==> config.mk <==
export PLATFORM = sky130hd
export DESIGN_NAME = score_arbiter
export DESIGN_NICKNAME = d
export VERILOG_FILES = /design/src/rtl/score_arbiter.sv
export SDC_FILE = /design/constraint.sdc
export NUM_CORES = 1
export LEC_CHECK = 0
export CAP_MARGIN = 5
export CORE_MARGIN = 10
export CORE_UTILIZATION = 40
export CTS_CLUSTER_SIZE = 20
export DETAILED_ROUTE_END_ITERATION = 12
export PLACE_DENSITY = 0.75
export SYNTH_ARGS = -nofsm -noshare
export SYNTH_HDL_FRONTEND = slang
export SYNTH_SLANG_ARGS = --single-unit
==> constraint.sdc <==
create_clock -name clk -period 4.15 [get_ports clk]
set_input_delay 0.415 -clock clk [delete_from_list [all_inputs] [get_ports clk]]
set_output_delay 0.415 -clock clk [all_outputs]
set_load 0.01 [all_outputs]
==> src/rtl/score_arbiter.sv <==
// score_arbiter: round-robin sequencer of per-column score events into one
// saturating total score with a sticky game-over (stop) flag.
// Ports: clk, reset (async, active-low), clear (sync restart),
//        req/delta (per-column events), ack (one-hot consumed pulse),
//        total_score, stop, streak.
// Optional build macro SCORE_STREAK_EN: positive-event streak counter and
// doubled delta once the streak reaches STREAK_TH.
module score_arbiter #(
    parameter int NUM_COLS  = 4,
    parameter int SCORE_W   = 8,
    parameter int DELTA_W   = 8,
    parameter int MAX_SCORE = 255,
    parameter int STREAK_TH = 8
) (
    input  logic                        clk,
    input  logic                        reset,
    input  logic                        clear,
    input  logic [NUM_COLS-1:0]         req,
    input  logic [NUM_COLS*DELTA_W-1:0] delta,
    output logic [NUM_COLS-1:0]         ack,
    output logic [SCORE_W-1:0]          total_score,
    output logic                        stop,
    output logic [3:0]                  streak
);

    localparam int PTR_W = (NUM_COLS > 1) ? $clog2(NUM_COLS) : 1;
    localparam int SUM_W = SCORE_W + 2;
    localparam logic signed [SUM_W-1:0] MAX_S = SUM_W'(MAX_SCORE);
    localparam logic [PTR_W:0] NC = (PTR_W + 1)'(NUM_COLS);
    localparam logic [PTR_W-1:0] LAST = PTR_W'(NUM_COLS - 1);

    logic [PTR_W-1:0]          ptr;
    logic [PTR_W-1:0]          ptr_next;
    logic [PTR_W-1:0]          gnt_idx;
    logic                      gnt_vld;
    logic [NUM_COLS-1:0]       eligible;
    logic [DELTA_W-1:0]        gnt_delta;
    logic signed [SUM_W-1:0]   delta_ext;
    logic signed [SUM_W-1:0]   add_val;
    logic signed [SUM_W-1:0]   sum;
    logic [SCORE_W-1:0]        score_next;
    logic                      hit_max;

    // A column acked this cycle is still holding req; mask it so the
    // same event is never granted twice.
    assign eligible = req & ~ack;

    always_comb begin
        logic [PTR_W:0]   idx_w;
        logic [PTR_W-1:0] idx;
        gnt_vld   = 1'b0;
        gnt_idx   = '0;
        gnt_delta = '0;
        idx_w     = '0;
        idx       = '0;
        for (int k = 0; k < NUM_COLS; k++) begin
            idx_w = {1'b0, ptr} + (PTR_W + 1)'(k);
            if (idx_w >= NC) begin
                idx_w = idx_w - NC;
            end
            idx = idx_w[PTR_W-1:0];
            if (!gnt_vld && eligible[idx]) begin
                gnt_vld   = 1'b1;
                gnt_idx   = idx;
                gnt_delta = delta[idx*DELTA_W +: DELTA_W];
            end
        end
    end

    assign ptr_next  = (gnt_idx == LAST) ? '0 : gnt_idx + PTR_W'(1);
    assign delta_ext = {{(SUM_W - DELTA_W){gnt_delta[DELTA_W-1]}}, gnt_delta};

`ifdef SCORE_STREAK_EN
    logic [3:0] streak_q;
    logic       pos;

    assign pos     = !gnt_delta[DELTA_W-1] && (|gnt_delta);
    // Threshold is judged on the streak before this event updates it.
    assign add_val = (pos && streak_q >= 4'(STREAK_TH)) ? (delta_ext <<< 1)
                                                         : delta_ext;
    assign streak  = streak_q;

    always_ff @(posedge clk or negedge reset) begin
        if (!reset) begin
            streak_q <= '0;
        end else if (clear) begin
            streak_q <= '0;
        end else if (gnt_vld && !stop) begin
            if (pos) begin
                streak_q <= (streak_q == 4'hF) ? streak_q : streak_q + 4'd1;
            end else begin
                streak_q <= '0;
            end
        end
    end
`else
    assign add_val = delta_ext;
    assign streak  = 4'd0;
`endif

    assign sum = $signed({2'b00, total_score}) + add_val;

    always_comb begin
        hit_max    = 1'b0;
        score_next = sum[SCORE_W-1:0];
        if (sum[SUM_W-1]) begin
            score_next = '0;
        end else if (sum >= MAX_S) begin
            score_next = SCORE_W'(MAX_SCORE);
            hit_max    = 1'b1;
        end
    end

    // clear outranks a grant: no ack, so the request stays pending.
    // Once stopped, events are still consumed but the score is frozen.
    always_ff @(posedge clk or negedge reset) begin
        if (!reset) begin
            total_score <= '0;
            stop        <= 1'b0;
            ack         <= '0;
            ptr         <= '0;
        end else if (clear) begin
            total_score <= '0;
            stop        <= 1'b0;
            ack         <= '0;
            ptr         <= '0;
        end else begin
            ack <= '0;
            if (gnt_vld) begin
                ack <= NUM_COLS'(1) << gnt_idx;
                ptr <= ptr_next;
                if (!stop) begin
                    total_score <= score_next;
                    if (hit_max) begin
                        stop <= 1'b1;
                    end
                end
            end
        end
    end

endmodule

# Yosys cells after proc, flatten, opt, wreduce, memory -nomap -nowiden
# Index checks and enable logic that the tools add are counted.
# classes
add_sub_neg,9
mul,0
div,0
order_cmp,9
eq_ne,2
shifts,5
muxes,40
bitwise_logic,2
n_reduce_logical,8
# ops
operator,n
$shiftx 32x6->8,4
$mux 8,9
$mux 2,11
$mux 1,14
$lt 2x3->1 const B,4
$add 9x8->10,1
$ge 10x9->1 const B,1
$ge 3x3->1 const B,3
$bmux 1 s2,4
$mux 4,2
$sub 2x1->2 const B,4
$add 2x2->3 const B,2
$and 4x4->4,1
$not 4->4,1
$shl 1x2->4 const A,1
$add 2x1->3 const B,1
$ge 2x3->1 const B,1
$logic_and 1x1->1,3
$logic_not 1->1,3
$add 2x1->2 const B,1
$eq 2x2->1 const B,1
$ne 2x2->1 const B,1
$reduce_and 2->1,1
$reduce_bool 2->1,1
# totals
reg_bits,15
latch_bits,0
ram_bits,0
mem_bits_ro,0
in_bits,39
out_inout_bits,17
n_memories,0

# Logic depth before layout (Yosys ltp)
# logic_depth
word_depth,22
mapped_depth,19

# Worst setup path after synthesis
# Ideal clock, no wire load.
# synth_timing
path_type,register to register
start,reg ptr[1]
end,reg stop
t_arrival_ns,3.902
setup_slack_ns,0.170
path_stages_with_launch,20
path_cell_list,dfrtp_1 buf_4 inv_2 buf_4 nor3_1 o2111ai_1 nand2_2 buf_2 a221oi_1 nor2_1 o22a_1 ha_1 fa_1 nand3_1 a21oi_1 or3_1 a2111o_1 o41ai_4 a22o_1 o2bb2ai_1
# synth_via
elab_chain_len,22
# synth_lines
item,line_no,source
start: declaration,32,logic [PTR_W-1:0] ptr;
start signal: assignment,131,ptr <= ptr_next;
branches (longest 22 deep; another with $add 9x8->10),--,
end signal: assignment,119,stop <= 1'b0;
end signal: assignment,124,stop <= 1'b0;
end signal: assignment,135,stop <= 1'b1;
end: declaration,22,"output logic stop,"
# Parallel ways; which one is timed is not known. The select of a mux whose other input is x is not followed.
# A chain may end at the register's enable or synchronous reset.

# Final worst setup path
# layout_timing
start,reg ack[1]
end,reg stop
# layout_via
elab_chain_len,22
# layout_lines
item,line_no,source
start: declaration,20,"output logic [NUM_COLS-1:0] ack,"
start signal: assignment,130,ack <= NUM_COLS'(1) << gnt_idx;
$not 4->4 *,46,assign eligible = req & ~ack;
$and 4x4->4 *,46,
$bmux 1 s2,62,if (!gnt_vld && eligible[idx]) begin
$mux 1 (not written as such),62,
$mux 1,62,
$logic_not 1->1,62,
$logic_and 1x1->1,62,
$mux 1,62,
[6 not listed],--,
$add 9x8->10,101,"assign sum = $signed({2'b00, total_score}) + add_val;"
$ge 10x9->1,108,end else if (sum >= MAX_S) begin
$mux 1,108,
$mux 1,106,if (sum[SUM_W-1]) begin
$mux 1,134,if (hit_max) begin
$mux 1,132,if (!stop) begin
$mux 1,129,if (gnt_vld) begin
$mux 1,122,end else if (clear) begin
# Mark *: on every way between the ends. The rest lies on a longest branch, timed or not. The select of a mux whose other input is x is not followed.

==> qor.txt <==
Status -> complete, no violations
Layout Nets -> 450
Post-synth EDFFs -> 0
Ys Warns -> 0
Detailed Place HPWL -> 5990 um
Post-synthesis sequential area ratio -> 15.5%
Hold Path Class -> flip-flop to flip-flop
Antenna Cells -> 0
Hold Vio Cnt, Final -> 0
Max Clk Rate -> 243 MHz
Worst Path Required -> 4.34 ns
Yosys reg bits -> 15
Core Area -> 5890 um^2
R2r setup slk -> 0.04 ns
DR DRC count -> 0
R2R Path End -> stop
Number of fill cells -> 430
Syn Area/Cell -> 8.42 um^2
Die width -> 97.7 um
Place WS -> -0.635 ns
Vias in the first global route -> 2,736
Reg-to-reg startpoint -> ack[1]
Hold buffers post-CTS -> 0
Pwr Density -> 919 nW/um^2
Die H -> 97.7 um
Worst VDD drop -> 0.745 mV
Clock skew -> 0.00569 ns
# IOs -> 56
Gate Count Post-Synth -> 287
Clock tree buffer depth -> 2
Unique masters post-synth -> 56
Pre-antenna DRT Iters -> 5
Final Wtd Congestion -> 0.882
DIE AREA -> 9550 um^2
Synth area leader -> dfrtp_1
Inst Count DP -> 444
Share of the synthesized area in the top cell type -> 15.5%
Avg WL per Cell -> 20.5 um
Synth area leaders -> dfrtp_1 16%, a221oi_1 13%, mux2i_1 12%, ha_1 7.3%, o221ai_1 5.4%
Syn-to-layout area delta -> 66.6%
CP endpoint kind -> flip-flop
Root Driver -> clkbuf_8
Hold path endpoint -> total_score[6]
Row count -> 28
Overall Power -> 3.70 mW
Clk sink count -> 15
Hold path startpoint -> total_score[6]
Post-layout min period -> 4.11 ns
Max Slew Vio Count -> 0
Commonest register cell after synthesis -> dfrtp_1
Initial antenna violation count -> 0
PortBufs -> 51
Worst slew pin tran -> 0.720 ns
Routed WL -> 9630 um
Tot GR Track Use -> 16.1%
TritonCTS Buffers -> 3
Via/cell ratio -> 6.35
Hold-critical path depth -> 2
Fin util -> 68.4%
Share of cells above drive strength 1 -> 40.0%
Ys async rst share -> 100%
Starting Density -> 41.1%
Setup ws final -> 0.0363 ns
FF/Latch Area -> 377 um^2
Tcrit/Tclk final -> 99.1%
Via count -> 2,985
Type of origin of the critical path -> flip-flop
Crit Path Class -> flip-flop to flip-flop
Worst-case reg-to-reg path depth -> 18
Final non-filler cell total -> 470
Pleak -> 1.65 nW
Max cap viols -> 0
H-tree depth -> 1
Arr. time, crit path -> 4.30 ns
Crit-path max FO -> 5
First-pass GRT wire length -> 13,600 um
Cell Area, Synth -> 2420 um^2
Clk slew on worst S/H paths -> 0.07 ns
Number of routed nets with antenna violations -> 0
Setup Viol. Count Final -> 0
GRT overflow -> 0
DR iter-0 viols -> 199
CTS tree -> done
Footprint of the multi-input gates -> 2340 um^2
Fin area -> 4030 um^2
Largest net degree at the start of global routing -> 43
Placed Area -> 3300 um^2
Relative slew slack -> 51.8%
Clk_lat worst skew -> 0.26 ns
synth_stat cells (all sizes together) (2+ instances only):
master / count
a21oi: 9
nand3: 6
nand2b: 5
mux2i: 30
a211oi: 2
clkbuf: 10
mux2: 4
nor3: 10
and2: 5
ha: 14
and2b: 2
nand2: 14
buf: 13
nand4: 2
inv: 11
mux4: 2
o211ai: 2
a221oi: 36
xnor2: 2
dfrtp: 15
o2111ai: 2
o22a: 7
o41ai: 2
o31ai: 2
o21ai: 14
xor2: 3
o221ai: 15
nor4: 3
nor2b: 3
nor2: 24
or3: 3
per-stage QoR:
| stage | TNS, ns | hold WS (ns) |
|---|---|---|
| 2_1_floorplan | 0 | 0.119 |
| 3_5_place_dp | -5.50 | 0.522 |
| 4_1_cts | 0 | 0.544 |
| 5_1_grt | -0.647 | 0.594 |
| 3_3_place_gp | -4.61 | 0.532 |
| 6_report | 0 | 0.555 |
cells in the final DEF (no fill, tap or decap), types with 12 or more instances in the layout:
| cell type | synthesis | routed |
|---|---|---|
| a221oi_2 | 0 | 22 |
| nand2_1 | 13 | 12 |
| dfrtp_1 | 15 | 14 |
| mux2i_1 | 30 | 30 |
| clkdlybuf4s50_1 | 0 | 47 |
| buf_4 | 6 | 60 |
| nor2_1 | 23 | 21 |
| a221oi_1 | 36 | 13 |
| o221ai_1 | 15 | 15 |
sequential cells by signal (all words and copies together) (netlist names):
register / cells
total_score: 8
ack: 4
ptr: 2
stop: 1
power breakdown:
group | internal, mW | switching (mW) | total [mW]
clock | 0.0678 | 0.0606 | 0.128
combinational | 1.64 | 1.67 | 3.31
sequential | 0.196 | 0.0657 | 0.262
total | 1.91 | 1.79 | 3.70
per-layer routing:
layer  part of all wire [%]  wire [um]  track usage, %
met1                     41       3950            20.5
met4                    1.7        167            5.03
met3                    5.1        487            2.06
met2                     52       5020            27.4
met5                      0          0               0
worst max-delay path: stages, from the launching register on:
cell       delay, ns
dfrtp_1         0.40
and2b_2         0.29
buf_4           0.14
nor4_2          0.04
or3_1           0.43
o21ai_4         0.14
buf_6           0.13
o221ai_1        0.10
o22a_1          0.21
ha_2            0.20
fa_2            0.40
nand3_2         0.10
a21oi_2         0.07
or3_4           0.38
a2111o_1        0.46
o41ai_4         0.08
buf_4           0.22
a22o_1          0.13
o2bb2ai_1       0.11
how the worst max path moves through the flow:
| stage | start | end | slack, ns |
|---|---|---|---|
| 6_report | ack[1] | stop | 0.04 |
| 5_1_grt | ack[1] | stop | -0.12 |
| 3_5_place_dp | req[2] | total_score[5] | -0.64 |
| 2_1_floorplan | ptr[1] | stop | 0.17 |
| 3_3_place_gp | req[2] | stop | -0.54 |
| 4_1_cts | req[3] | total_score[7] | 0.009 |
kinds of logic (layout without fill, tap and decap cells):
kind of cell	Yosys count	count (layout)	share of synthesized area (%)
AO/OA/AOI/OAI	100	100	34.5
XOR/XNOR	5	5	2.12
adder cells (fa/ha/maj)	15	15	8.08
buffers and inverters	34	138	6.58
flip-flops	15	15	15.5
multiplexers	36	37	16.2
other	1	4	0.155
AND/OR/NAND/NOR	81	81	16.8
repair_timing:
item                                   CTS  global route
gates cloned                             2             3
setup endpoints to repair                9             9
buffers inserted                         5            12
pin swaps                                7            36
resized for setup                       28            68
endpoints found under the hold margin    0             0
cell type report:
type	instances	share of cell area, %
clock buffers	3	1.03
clock inverters	1	0.186
inverters	11	1.15
multi-input cells	242	58.0
flip-flops and latches	15	9.35
well taps	75	2.33
repair buffers	123	27.9
No activity file was read; power rests on OpenSTA's default activity.
